===== src/rtl/cartoon_pkg.sv =====
// Shared encodings for the cartoon video stage: mode codes and channel slots
// within a packed pixel (channel c occupies bits [c*CW +: CW]).
package cartoon_pkg;

  typedef enum logic [1:0] {
    MODE_BYPASS  = 2'd0,
    MODE_CARTOON = 2'd1,
    MODE_EDGE    = 2'd2,
    MODE_POSTER  = 2'd3
  } mode_e;

  localparam int CH_V = 0;
  localparam int CH_S = 1;

endpackage


===== src/rtl/cartoon_pipe_sat_add_shift.sv =====
// Saturation boost: (s << SH) + OFS, clamped to the channel maximum.
// Purely combinational; the sum is kept wide enough that it never wraps.
module sat_add_shift #(
  parameter int CW  = 8,
  parameter int SH  = 1,
  parameter int OFS = 50
) (
  input  logic [CW-1:0] s,
  output logic [CW-1:0] sat
);

  localparam int SUM_W = CW + SH + 1;

  logic [SUM_W-1:0] sum;

  assign sum = (SUM_W'(s) << SH) + SUM_W'(OFS);
  // Any bit above the channel width means the result exceeded 2^CW-1.
  assign sat = (|sum[SUM_W-1:CW]) ? {CW{1'b1}} : sum[CW-1:0];

endmodule


===== src/rtl/cartoon_pipe.sv =====
// Two-stage stallable cartoon filter: S1 registers inputs plus edge/saturation
// decisions, S2 forms the output pixel in the mode each pixel carried in with.
module cartoon_pipe
  import cartoon_pkg::*;
#(
  parameter int CW        = 8,
  parameter int NCH       = 3,
  parameter int SW        = 24,
  parameter int SAT_SH    = 1,
  parameter int SAT_OFS   = 50,
  parameter int POST_BITS = 3
) (
  input  logic              clk,
  input  logic              rst,
  input  logic              in_valid,
  output logic              in_ready,
  input  logic              in_sof,
  input  logic [NCH*CW-1:0] in_pixel,
  input  logic [NCH*CW-1:0] in_blur,
  input  logic [CW-1:0]     in_edge,
  input  logic [SW-1:0]     in_side,
  input  logic [CW-1:0]     edge_th,
  input  logic [1:0]        mode_req,
  output logic              out_valid,
  input  logic              out_ready,
  output logic              out_sof,
  output logic [NCH*CW-1:0] out_pixel,
  output logic [SW-1:0]     out_side,
  output logic [1:0]        mode_active
);

  localparam int            PW        = NCH * CW;
  localparam logic [CW-1:0] CH_MAX    = {CW{1'b1}};
  localparam logic [CW-1:0] POST_MASK = CH_MAX << (CW - POST_BITS);

  mode_e           mode_q;
  mode_e           pix_mode;
  logic            s2_load;
  logic            in_fire;
  logic [CW-1:0]   sat_s;

  logic            s1_valid;
  logic            s1_sof;
  mode_e           s1_mode;
  logic            s1_edge;
  logic [CW-1:0]   s1_sat;
  logic [PW-1:0]   s1_pixel;
  logic [PW-1:0]   s1_blur;
  logic [SW-1:0]   s1_side;

  logic            s2_valid;
  logic [PW-1:0]   s2_next;

  assign s2_load  = !s2_valid || out_ready;
  assign in_ready = !rst && (!s1_valid || s2_load);
  assign in_fire  = in_valid && in_ready;
  assign pix_mode = in_sof ? mode_e'(mode_req) : mode_q;

  sat_add_shift #(
    .CW (CW),
    .SH (SAT_SH),
    .OFS(SAT_OFS)
  ) u_sat (
    .s  (in_blur[CH_S*CW +: CW]),
    .sat(sat_s)
  );

  // The frame mode only moves on an accepted sof, so stalls never tear a frame.
  always_ff @(posedge clk) begin
    // NOTE: sequential state uses non-blocking assignments so every register
    // samples pre-edge values regardless of block ordering.
    if (rst) begin
      mode_q <= MODE_BYPASS;
    end else if (in_fire && in_sof) begin
      mode_q <= mode_e'(mode_req);
    end
  end

  always_ff @(posedge clk) begin
    if (rst) begin
      s1_valid <= 1'b0;
    end else if (in_ready) begin
      s1_valid <= in_valid;
    end
  end

  // NOTE: S1 payload has no reset; s1_valid alone qualifies it, which keeps
  // the wide data path free of reset fan-out.
  always_ff @(posedge clk) begin
    if (in_fire) begin
      s1_sof   <= in_sof;
      s1_mode  <= pix_mode;
      s1_edge  <= (in_edge > edge_th);
      s1_sat   <= sat_s;
      s1_pixel <= in_pixel;
      s1_blur  <= in_blur;
      s1_side  <= in_side;
    end
  end

  always_comb begin
    // NOTE: default assigned first so no path through the case leaves s2_next
    // unassigned, which would otherwise infer a latch.
    s2_next = s1_blur;
    case (s1_mode)
      MODE_BYPASS: s2_next = s1_pixel;
      MODE_CARTOON: begin
        if (s1_edge) s2_next[CH_V*CW +: CW] = '0;
        else         s2_next[CH_S*CW +: CW] = s1_sat;
      end
      MODE_EDGE: begin
        s2_next                 = '0;
        s2_next[CH_V*CW +: CW]  = s1_edge ? '0 : CH_MAX;
      end
      MODE_POSTER: begin
        for (int c = 0; c < NCH; c++) begin
          s2_next[c*CW +: CW] = s1_blur[c*CW +: CW] & POST_MASK;
        end
        if (s1_edge) s2_next[CH_V*CW +: CW] = '0;
      end
      default: s2_next = s1_pixel;
    endcase
  end

  // Output registers are cleared so downstream sees zeros after reset.
  always_ff @(posedge clk) begin
    if (rst) begin
      s2_valid  <= 1'b0;
      out_sof   <= 1'b0;
      out_pixel <= '0;
      out_side  <= '0;
    end else if (s2_load) begin
      s2_valid <= s1_valid;
      if (s1_valid) begin
        out_sof   <= s1_sof;
        out_pixel <= s2_next;
        out_side  <= s1_side;
      end
    end
  end

  assign out_valid   = s2_valid;
  assign mode_active = mode_q;

endmodule


===== config.mk =====
export PLATFORM = sky130hd
export DESIGN_NAME = cartoon_pipe
export DESIGN_NICKNAME = d
export VERILOG_FILES = /design/src/rtl/cartoon_pkg.sv /design/src/rtl/cartoon_pipe_sat_add_shift.sv /design/src/rtl/cartoon_pipe.sv
export SDC_FILE = /design/constraint.sdc
export NUM_CORES = 1
export LEC_CHECK = 0
export ABC_AREA = 1
export ABC_CLOCK_PERIOD_IN_PS = 7700
export CAP_MARGIN = 20
export CORE_MARGIN = 1.5
export CORE_UTILIZATION = 35
export DETAILED_ROUTE_END_ITERATION = 8
export PLACE_DENSITY = 0.73
export SYNTH_ARGS = -nofsm -noshare
export SYNTH_HDL_FRONTEND = slang
export SYNTH_SLANG_ARGS = --single-unit

===== constraint.sdc =====
create_clock -name clk -period 7.7 [get_ports clk]
set_input_delay 1.925 -clock clk [delete_from_list [all_inputs] [get_ports clk]]
set_output_delay 1.925 -clock clk [all_outputs]
set_load 0.03 [all_outputs]

==> out/results.env, run 1 <==
STATUS='complete, no violations'
CLK_PIN_SLEW_NS=0.05
WORST_MIN_PATH_CLASS='flip-flop to flip-flop'
FLOORPLAN.CORE_AREA_UM2=14480
CTS_NUM_SINKS=137
USE_MET2=0.2566
SYN-NUM-NETS=569
CRITPATHCAPTURETYPE='primary output'
YOSYS-TOP-CELLS-COUNT='sky130_fd_sc_hd__edfxtp_1 (84), sky130_fd_sc_hd__nor2_1 (84), sky130_fd_sc_hd__dfxtp_1 (53), sky130_fd_sc_hd__o21ai_0 (51), sky130_fd_sc_hd__nand2_1 (49)'
POSTROUTEWIRELENGTH_MM=11.79
NUMBER_OF_STANDARD_CELL_ROWS_IN_THE_FLOORPLAN=44
REG2REGPATHDEPTH=5
WIRE_LENGTH_OF_THE_FIRST_GLOBAL_ROUTING_PASS_MM=18.85
SYNTH-SEQ-AREA-SHARE=0.6906
YS_FF_LATCH=137
IOS=148
AVGROUTEDWIREPERCELL_UM=14.50
GLOBALROUTEOVERFLOWTOTAL=0
POST_CTS_HOLD_BUFFER_COUNT=0
HOLD_VIOL_FINAL=0
GR_UTIL_MET3=0.06271
VDD.IR_DROP.WORST_V=0.0001527
FINALSETUPVIOLATIONS=0
GRT_UTIL_ALL_LAYERS=0.1570
CP.BUFFERS_INVERTERS=4
SLOWEST_STAGE='sky130_fd_sc_hd__clkdlybuf4s50_1'
DIE_HEIGHT_UM=124.8
REQUIRED_NS=5.78
CTS_MADE_BUFFERS=17
TIMING_WORST_SLEW_PIN_VALUE_NS=0.5977
DIE_W_UM=124.8
POSTSYNTH.TOPFLOPCELL='sky130_fd_sc_hd__edfxtp_1'
CLOCK.FMAX_GHz=0.1855
YOSYS_WARNINGS=0
MIN-DELAY-START='out_side[4]'
SYNTH-ASYNC-RESET-RATIO=0
TIMING.SLEW.HEADROOM=0.6015
POST_ROUTE_CELLS_DRIVE_ABOVE_1_SHARE=0.06836
POWER.DENSITY_nW_PER_UM2=250.5
DRTANTENNAVIOLNETS=0
FINAL.SETUP.TNS_NS=0
UNREPAIRED_SETUP_ENDPOINTS_AFTER_GLOBAL_ROUTING='false'
CRIT_TYPE='input pin to primary output'
REG2REG_SETUP_SLACK_NS=5.85
DRV.MAX_CAP_VIOLATION_COUNT=0
FINISH.NET_COUNT=720
CPLARGESTDELAYFAMILY='buffers and inverters'
WORST_SKEW_PAIR.LATE_LATENCY_NS=0.41
DRT_PRE_ANTENNA_ITERS=4
FINALINSTANCEAREA_UM2=7418
CTS_REPAIR_RESIZE_COUNT=0
REGTOREGENDPOINT='s1_blur[18]'
GP_CONGESTION=0.8342
POST_CTS.REPAIR.SETUP_BUFFERS=0
SYNTH_ENABLE_FLOP_CELLS=84
NUM_VIAS=3814
FINALMAXSLEWVIOLATIONS=0
CRITPATHMAXSTAGEDELAY_NS=0.66
CTS-ROOT-TO-SINK-BUFFERS=2
PLACED_AREA_UM2=6805
VIA_COUNT_OF_THE_FIRST_GLOBAL_ROUTING_PASS=3836
CELLS_TAKING_THE_MOST_AREA_AFTER_SYNTHESIS='sky130_fd_sc_hd__edfxtp_1 (49%), sky130_fd_sc_hd__dfxtp_1 (20%), sky130_fd_sc_hd__nor2_1 (6.1%), sky130_fd_sc_hd__o21ai_0 (4.9%), sky130_fd_sc_hd__nand2_1 (3.5%)'
POST-SYNTH-TOP-AREA-CELL='sky130_fd_sc_hd__edfxtp_1'
NUMBER_OF_DRC_VIOLATIONS_AFTER_DETAILED_ROUTING=0
TIMING.HOLD.WORST_ENDPOINT='out_side[4]'
POST-ROUTE-MIN-PERIOD_NS=5.390
PATH_MAX_FANOUT=3
LAYOUT_WORST_PATH_CYCLE_SHARE=0.7000
POSTSYNTHCELLCOUNT=465
P_LEAK_uW=0.002806
DP.FINAL_HPWL_MM=7.939
GRT_MAX_DEGREE=85
H-TREE-DEPTH=4
NUMPORTBUFFERS=147
NETLIST_AREA_UM2=5189
DETAILEDROUTE.FIRSTITERATIONVIOLATIONS=199
R2R_START='out_valid'
TIMING.CRITICAL_PATH.ARRIVAL_NS=3.47
FINAL.SETUP_SKEW_NS=0.005388
POST_DRT_VIA_CELL_RATIO=4.691
STARTPOINT_TYPE='input pin'
FLOORPLAN.INITIALDENSITY=0.3584
SYN_AREA_PER_CELL_UM2=11.16
FLOORPLAN.DIE_AREA_UM2=15560
TOP_USAGE_LAYER='met2'
CRITICAL_PATH.CELL_CHAIN='clkdlybuf4s50_1 > inv_1 > nand3_1 > nand2_1 > inv_1 > clkdlybuf4s50_1'
GR-USAGE-MET1=0.1827
HOLD_PATH_DEPTH=2
POST-SYNTH-TOP-AREA-FRACTION=0.4861
CTS-ROOT-BUF='sky130_fd_sc_hd__clkbuf_16'
TRITONCTS='done'
DIODES=0
AREA_GROWTH_SYN_TO_LAYOUT_PCT=42.97
YOSYSUNIQUECELLTYPES=31
ANTENNA_FOUND_INITIAL=0
per-stage QoR:
step           utilization  std cells  power, µW  hold WS, ns  setup slack, ns
3_5_place_dp        0.4700        780       1076       0.4721            2.323
3_3_place_gp        0.4700        780       1069       0.4625            2.381
2_1_floorplan            -        465      966.5       0.4604            1.318
4_1_cts             0.5105        812       1875       0.4850            2.317
5_1_grt             0.5124        813       1930       0.5017            2.219
6_report            0.5124        813       1858       0.4841            2.310
kinds of logic after synthesis:
logic type	Yosys count	share of synthesized area
xor+xnor	2	0.003377
fa+ha+maj	9	0.02170
flops	137	0.6906
buf+inv	55	0.05088
simple gates	147	0.1124
compound gates	115	0.1211
cells in the final DEF, fill, tap and decap left out, types with 3 or more instances in the layout:
cell / count
sky130_fd_sc_hd__bufinv_16: 3
sky130_fd_sc_hd__or2_1: 3
sky130_fd_sc_hd__o21ai_0: 51
sky130_fd_sc_hd__buf_4: 4
sky130_fd_sc_hd__clkinv_1: 4
sky130_fd_sc_hd__nor2_1: 83
sky130_fd_sc_hd__inv_2: 4
sky130_fd_sc_hd__a21oi_1: 35
sky130_fd_sc_hd__clkbuf_16: 17
sky130_fd_sc_hd__a22oi_1: 3
sky130_fd_sc_hd__edfxtp_1: 84
sky130_fd_sc_hd__inv_1: 30
sky130_fd_sc_hd__ha_1: 9
sky130_fd_sc_hd__clkinv_4: 3
sky130_fd_sc_hd__a31oi_1: 5
sky130_fd_sc_hd__nand3_1: 7
sky130_fd_sc_hd__nand2_1: 49
sky130_fd_sc_hd__o22ai_1: 3
sky130_fd_sc_hd__o21ai_1: 11
sky130_fd_sc_hd__dfxtp_1: 53
sky130_fd_sc_hd__clkdlybuf4s50_1: 147
worst min-delay path, delay by kind of cell (launching register included):
| family | cells | cell delay [ns] |
|---|---|---|
| simple gates | 2 | 0.13 |
| flops | 1 | 0.32 |
per-layer routing:
metal | vias to the layer above | share of wire
met5 | - | 0
met3 | 15 | 0.088
met2 | 145 | 0.48
met1 | 1753 | 0.42
li1 | 1901 | -
met4 | 0 | 0.014
registers in the layout, summed over array words and instances (netlist names):
signal / flops
mode_active: 2
out_pixel: 24
out_side: 24
out_sof: 1
out_valid: 1
s1_blur: 24
s1_edge: 1
s1_mode: 2
s1_pixel: 24
s1_sat: 8
s1_side: 24
s1_sof: 1
s1_valid: 1
worst max-delay path by stage:
| stage | from | end | cells after the start |
|---|---|---|---|
| floorplan | rst | s1_blur[0] | 4 |
| global placement | out_ready | in_ready | 6 |
| detailed placement | out_ready | in_ready | 6 |
| CTS | out_ready | in_ready | 6 |
| global route | out_ready | in_ready | 6 |
| finish | out_ready | in_ready | 6 |
area by class of cell:
class                   count  area [µm²]
fillers                  1231        7061
flip-flops and latches    137        3583
repair buffers            152        1529
multi-input cells         273        1356
clock buffers              18       429.2
well taps                 184       230.2
clock inverters            14       156.4
inverters                  35       133.9
report_power, final:
group	total, µW	internal, µW	switching [µW]
clock network	797	504	294
logic	220	103	117
registers	841	823	18.3
Power figures use the tool's default switching activity.
==> run 2: changes to the inputs <==
--- a/config.mk
+++ b/config.mk
@@ -6,7 +6,7 @@
 export NUM_CORES = 1
 export LEC_CHECK = 0
 export ABC_AREA = 1
-export ABC_CLOCK_PERIOD_IN_PS = 7700
+export ABC_CLOCK_PERIOD_IN_PS = 5100
 export CAP_MARGIN = 20
 export CORE_MARGIN = 1.5
 export CORE_UTILIZATION = 35
==> constraint.sdc (replaced) <==
create_clock -name clk -period 5.1 [get_ports clk]
set_input_delay 1.275 -clock clk [delete_from_list [all_inputs] [get_ports clk]]
set_output_delay 1.275 -clock clk [all_outputs]
set_load 0.03 [all_outputs]
==> run 2 against run 1 <==
Effect of this change:
- sequential power up 51%
- global-route usage decreased by 0.36 points
- worst setup slack got worse by 1.3 ns
- combinational power is 50% higher
- register-to-register slack worse by 2.7 ns
- via count is 1.1% higher
- critical path type unchanged
- critical endpoint unchanged
- highest routed layer unchanged
==> out/results.env, run 2 (synthesis results as in run 1) <==
FINAL.SETUP.TNS_NS=0
POST-ROUTE-MIN-PERIOD_NS=4.043
DETAILEDROUTE.FIRSTITERATIONVIOLATIONS=222
WIRE_LENGTH_OF_THE_FIRST_GLOBAL_ROUTING_PASS_MM=18.72
DP.FINAL_HPWL_MM=8.282
WORST_SKEW_PAIR.LATE_LATENCY_NS=0.40
USE_MET2=0.2676
DIE_W_UM=124.8
CPLARGESTDELAYFAMILY='buffers and inverters'
GRT_UTIL_ALL_LAYERS=0.1535
REQUIRED_NS=3.83
LAYOUT_WORST_PATH_CYCLE_SHARE=0.7927
GR-USAGE-MET1=0.1730
FINALSETUPVIOLATIONS=0
NUMPORTBUFFERS=147
FLOORPLAN.DIE_AREA_UM2=15560
DRT_PRE_ANTENNA_ITERS=4
TIMING.CRITICAL_PATH.ARRIVAL_NS=2.77
WORST_MIN_PATH_CLASS='flip-flop to flip-flop'
FINALMAXSLEWVIOLATIONS=0
AREA_GROWTH_SYN_TO_LAYOUT_PCT=42.46
AVGROUTEDWIREPERCELL_UM=14.71
GLOBALROUTEOVERFLOWTOTAL=0
H-TREE-DEPTH=4
CTS_MADE_BUFFERS=17
MOSTFREQUENTLAYOUTCELL='sky130_fd_sc_hd__clkdlybuf4s50_1'
CRITICAL_PATH.CELL_CHAIN='clkdlybuf4s50_1 > inv_1 > nand3_1 > nand2_1 > inv_1 > clkdlybuf4s50_1'
TOP_USAGE_LAYER='met2'
DIODES=0
NUMBER_OF_STANDARD_CELL_ROWS_IN_THE_FLOORPLAN=44
LAYOUT_CELLS_EXCL_FILL=812
POSTROUTEWIRELENGTH_MM=11.94
TRITONCTS='done'
CLOCK.FMAX_GHz=0.2474
TIMING.SLEW.HEADROOM=0.2894
PATH_MAX_FANOUT=3
FLOORPLAN.INITIALDENSITY=0.3584
DRTANTENNAVIOLNETS=0
STATUS='complete, no violations'
HOLD_VIOL_FINAL=0
CLK_PIN_SLEW_NS=0.06
POST_DRT_VIA_CELL_RATIO=4.750
INST_COUNT_DP=780
CTS-ROOT-TO-SINK-BUFFERS=2
POST_CTS.REPAIR.SETUP_BUFFERS=0
TIMING_WORST_SLEW_PIN_VALUE_NS=1.066
CRITPATHMAXSTAGEDELAY_NS=0.65
DIE_HEIGHT_UM=124.8
POWER.DENSITY_nW_PER_UM2=376.5
POST_ROUTE_CELLS_DRIVE_ABOVE_1_SHARE=0.07325
FINAL.SETUP_SKEW_NS=0.01163
CRITPATHCAPTURETYPE='primary output'
CTS_NUM_SINKS=137
POST_CTS_HOLD_BUFFER_COUNT=0
NUMBER_OF_DRC_VIOLATIONS_AFTER_DETAILED_ROUTING=0
FLOORPLAN.CORE_AREA_UM2=14480
FILLERINSTANCES=1287
IOS=148
DRV.MAX_CAP_VIOLATION_COUNT=0
VIA_COUNT_OF_THE_FIRST_GLOBAL_ROUTING_PASS=3958
P_LEAK_uW=0.002810
CP.BUFFERS_INVERTERS=4
FINISH.NET_COUNT=719
GRT_MAX_DEGREE=85
CTS-ROOT-BUF='sky130_fd_sc_hd__clkbuf_16'
CRIT_TYPE='input pin to primary output'
FINAL_CELL_MIX='sky130_fd_sc_hd__clkdlybuf4s50_1 (147), sky130_fd_sc_hd__edfxtp_1 (84), sky130_fd_sc_hd__nor2_1 (83)'
ANTENNA_FOUND_INITIAL=0
GP_CONGESTION=0.8144
STARTPOINT_TYPE='input pin'
NUM_VIAS=3857
UNREPAIRED_SETUP_ENDPOINTS_AFTER_GLOBAL_ROUTING='false'
SLOWEST_STAGE='sky130_fd_sc_hd__clkdlybuf4s50_1'
VDD.IR_DROP.WORST_V=0.0002084
CTS_REPAIR_RESIZE_COUNT=0
GR_UTIL_MET3=0.05885
## run 2: cell count changes in the layout (fill, tap and decap cells not counted)
cell / before / now
sky130_fd_sc_hd__clkinv_4: 3 / 4
sky130_fd_sc_hd__bufinv_16: 3 / 1
sky130_fd_sc_hd__clkinvlp_4: 2 / 0
sky130_fd_sc_hd__inv_4: 1 / 2
sky130_fd_sc_hd__buf_16: 1 / 0
sky130_fd_sc_hd__clkbuf_8: 0 / 3
sky130_fd_sc_hd__clkinv_1: 4 / 0
sky130_fd_sc_hd__clkbuf_16: 17 / 18
sky130_fd_sc_hd__clkinv_2: 2 / 4
## run 2: worst register-to-register path, stage by stage, from the launching register on
cell	delay, ns
sky130_fd_sc_hd__dfxtp_1	0.36
sky130_fd_sc_hd__nand3_1	0.14
sky130_fd_sc_hd__nand2_1	0.12
sky130_fd_sc_hd__nor2_4	0.09
sky130_fd_sc_hd__buf_4	0.76
## run 2: layout make-up
type	instances	area (µm²)	share of cell area
clock buffers	22	495.5	0.06703
inverters	35	133.9	0.01811
clock inverters	10	91.34	0.01236
multi-input cells	273	1356	0.1835
flip-flops and latches	137	3583	0.4848
repair buffers	151	1501	0.2031
well taps	184	230.2	0.03114
## run 2: metrics by stage
step,utilization,instance area [µm²],power [µW],hold WS (ns),setup WS [ns]
finish,0.5105,7392,2783,0.4789,1.057
global route,0.5105,7392,2888,0.5130,0.9917
CTS,0.5105,7392,2816,0.4851,1.054
detailed placement,0.4700,6805,1626,0.4720,1.060
global placement,0.4700,6805,1614,0.4627,1.081
floorplan,-,5191,1458,0.4604,0.7753
## run 2: layer usage
metal	up-vias	part of all wire
met5	-	0
met4	0	0.011
met3	10	0.083
met2	139	0.50
met1	1816	0.41
li1	1892	-
## run 2: path summary, 6_finish.rpt
path / start / to / slack [ns] / depth (start not counted)
worst max-delay path: out_ready / in_ready / 1.06 / 6
worst max register to register: out_valid / s1_pixel[23] / 3.15 / 4
worst min register to register: out_side[10] / out_side[10] / 0.48 / 2
worst min-delay path: out_side[10] / out_side[10] / 0.48 / 2
## run 2: report_power, final
part	total (µW)	internal (µW)	switching (µW)	leakage, µW
Clock	1180	739	444	0.000295
Combinational	329	153	176	0.00129
Sequential	1270	1240	27.4	0.00122
==> run 3: changes to the inputs <==
--- a/config.mk
+++ b/config.mk
@@ -6,7 +6,7 @@
 export NUM_CORES = 1
 export LEC_CHECK = 0
 export ABC_AREA = 1
-export ABC_CLOCK_PERIOD_IN_PS = 5100
+export ABC_CLOCK_PERIOD_IN_PS = 4100
 export CAP_MARGIN = 20
 export CORE_MARGIN = 1.5
 export CORE_UTILIZATION = 35
==> constraint.sdc (replaced) <==
create_clock -name clk -period 4.1 [get_ports clk]
set_input_delay 1.025 -clock clk [delete_from_list [all_inputs] [get_ports clk]]
set_output_delay 1.025 -clock clk [all_outputs]
set_load 0.03 [all_outputs]
==> run 3 against run 2 <==
Effect of this change:
- clock skew down 0.0044 ns
- first-iteration DRC count up 28%
- sequential share of layout area is 0.56 points lower
- global-route usage grew 0.56 points
- worst setup slack worse by 0.067 ns
- combinational power grew 26%
- register-to-register slack got worse by 0.82 ns
- largest cell class unchanged
- largest power group is now clock
==> out/results.env, run 3 (synthesis results as in run 1) <==
STATUS='complete, no violations'
DIE_W_UM=124.8
ANTENNA_FOUND_INITIAL=0
POST_ROUTE_CELLS_DRIVE_ABOVE_1_SHARE=0.07484
LAYOUT_WORST_PATH_CYCLE_SHARE=0.7584
DIE_HEIGHT_UM=124.8
CPLARGESTDELAYFAMILY='buffers and inverters'
PATH_COMMON_CELL='sky130_fd_sc_hd__inv_1'
FINALSETUPVIOLATIONS=0
P_LEAK_uW=0.002840
UNREPAIRED_SETUP_ENDPOINTS_AFTER_GLOBAL_ROUTING='false'
DETAILEDROUTE.FIRSTITERATIONVIOLATIONS=284
POSTROUTEWIRELENGTH_MM=12.13
AVGROUTEDWIREPERCELL_UM=14.93
HOLD_VIOL_FINAL=0
TIMING.SLEW.HEADROOM=0.4791
VIA_COUNT_OF_THE_FIRST_GLOBAL_ROUTING_PASS=3966
HOLD_PATH_DEPTH=2
LAYOUT_CELLS_EXCL_FILL=812
FLOORPLAN.DIE_AREA_UM2=15560
POWER.DENSITY_nW_PER_UM2=488.1
CTS-ROOT-BUF='sky130_fd_sc_hd__clkbuf_16'
H-TREE-DEPTH=4
POST-ROUTE-MIN-PERIOD_NS=3.109
POST-ROUTE-UTIL=0.5165
WORST_MIN_PATH_CLASS='flip-flop to flip-flop'
DRTANTENNAVIOLNETS=0
CTS-ROOT-TO-SINK-BUFFERS=2
NUM_VIAS=3891
GLOBALROUTEOVERFLOWTOTAL=0
TRITONCTS='done'
FINAL_CELL_MIX='sky130_fd_sc_hd__clkdlybuf4s50_1 (146), sky130_fd_sc_hd__edfxtp_1 (84), sky130_fd_sc_hd__nor2_1 (83)'
REGTOREGENDPOINT='out_pixel[16]'
CRIT_TYPE='input pin to primary output'
FINALMAXSLEWVIOLATIONS=0
POST_DRT_VIA_CELL_RATIO=4.792
POST_CTS_HOLD_BUFFER_COUNT=0
WORST_SKEW_PAIR.LATE_LATENCY_NS=0.40
GRT_UTIL_ALL_LAYERS=0.1590
PLACED_AREA_UM2=6828
WIRE_LENGTH_OF_THE_FIRST_GLOBAL_ROUTING_PASS_MM=19.41
POST_CTS.REPAIR.SETUP_BUFFERS=0
R2R_START='out_valid'
FINALINSTANCEAREA_UM2=7478
CP.BUFFERS_INVERTERS=4
CRITPATHCAPTURETYPE='primary output'
NUMPORTBUFFERS=147
FLOORPLAN.CORE_AREA_UM2=14480
GP_CONGESTION=0.8091
REQUIRED_NS=3.07
PATH_MAX_FANOUT=3
CRITICAL_PATH_CELL_COUNT=6
INST_COUNT_DP=780
REG2REGPATHDEPTH=5
TIMING.CRITICAL_PATH.ARRIVAL_NS=2.08
DRV.MAX_CAP_VIOLATION_COUNT=0
NUMBER_OF_DRC_VIOLATIONS_AFTER_DETAILED_ROUTING=0
CTS_NUM_SINKS=137
CRITPATHLAUNCH='out_ready'
GRT_MAX_DEGREE=85
NUMBER_OF_STANDARD_CELL_ROWS_IN_THE_FLOORPLAN=44
CLOCK.FMAX_GHz=0.3216
DP.FINAL_HPWL_MM=8.499
FINAL.SETUP.TNS_NS=0
CTS_MADE_BUFFERS=17
CRITICAL_PATH.ENDPOINT='in_ready'
DRT_PRE_ANTENNA_ITERS=4
STARTPOINT_TYPE='input pin'
AREA_GROWTH_SYN_TO_LAYOUT_PCT=44.13
FLOORPLAN.INITIALDENSITY=0.3584
TIMING_WORST_SLEW_PIN_VALUE_NS=0.7795
CTS_REPAIR_RESIZE_COUNT=0
VDD.IR_DROP.WORST_V=0.0002754
CRITICAL_PATH.CELL_CHAIN='clkdlybuf4s50_1 > inv_1 > nand3_1 > nand2_1 > inv_1 > buf_4'
FINAL.SETUP_SKEW_NS=0.007260
FINISH.NET_COUNT=719
DIODES=0
SLOWEST_STAGE='sky130_fd_sc_hd__clkdlybuf4s50_1'
CRITPATHMAXSTAGEDELAY_NS=0.40
REG2REG_SETUP_SLACK_NS=2.33
IOS=148
CLK_PIN_SLEW_NS=0.05
MOSTFREQUENTLAYOUTCELL='sky130_fd_sc_hd__clkdlybuf4s50_1'
## run 3: cell type report
class / count / area [µm²]
Timing Repair Buffer: 151 / 1524
Multi-Input combinational cell: 273 / 1356
Clock buffer: 20 / 467.9
Inverter: 35 / 133.9
Tap cell: 184 / 230.2
Clock inverter: 12 / 182.7
Sequential cell: 137 / 3583
Fill cell: 1236 / 7000
## run 3: per-stage QoR
stage / worst slack (ns) / total power [µW] / hold WS, ns
2_1_floorplan: 0.02530 / 1813 / 0.4604
3_3_place_gp: 1.059 / 2009 / 0.4645
3_5_place_dp: 0.9957 / 2026 / 0.4738
4_1_cts: 0.9898 / 3690 / 0.4874
5_1_grt: 0.9052 / 3788 / 0.5170
6_report: 0.9907 / 3650 / 0.4824
## run 3: worst min path at each step
stage | from | to | slack (ns)
6_report | out_side[4] | out_side[4] | 0.48
5_1_grt | out_side[21] | out_side[21] | 0.52
4_1_cts | out_side[4] | out_side[4] | 0.49
3_5_place_dp | out_side[21] | out_side[21] | 0.47
3_3_place_gp | out_side[12] | out_side[12] | 0.46
2_1_floorplan | s1_valid | out_valid | 0.46
## run 3: worst register-to-register path, delay by kind of cell (launching register included)
kind | cells | cell delay [ns]
AOI/OAI and AO/OA | 2 | 0.27
DFF | 1 | 0.42
and+or+nand+nor | 2 | 0.70
buffers and inverters | 1 | 0.33
## run 3: layer usage
layer / track usage / wire, µm / part of all wire / up-vias
met3: 0.06143 / 980 / 0.081 / 11
li1: - / - / - / 1899
met2: 0.2666 / 5995 / 0.49 / 141
met5: 0 / 0 / 0 / -
met4: 0.05612 / 146 / 0.012 / 0
met1: 0.1856 / 5003 / 0.41 / 1840
## run 3: report_power, final
group | internal [µW] | switching [µW]
Clock | 1080 | 576
Combinational | 193 | 221
Sequential | 1550 | 36.0
Total | 2820 | 833
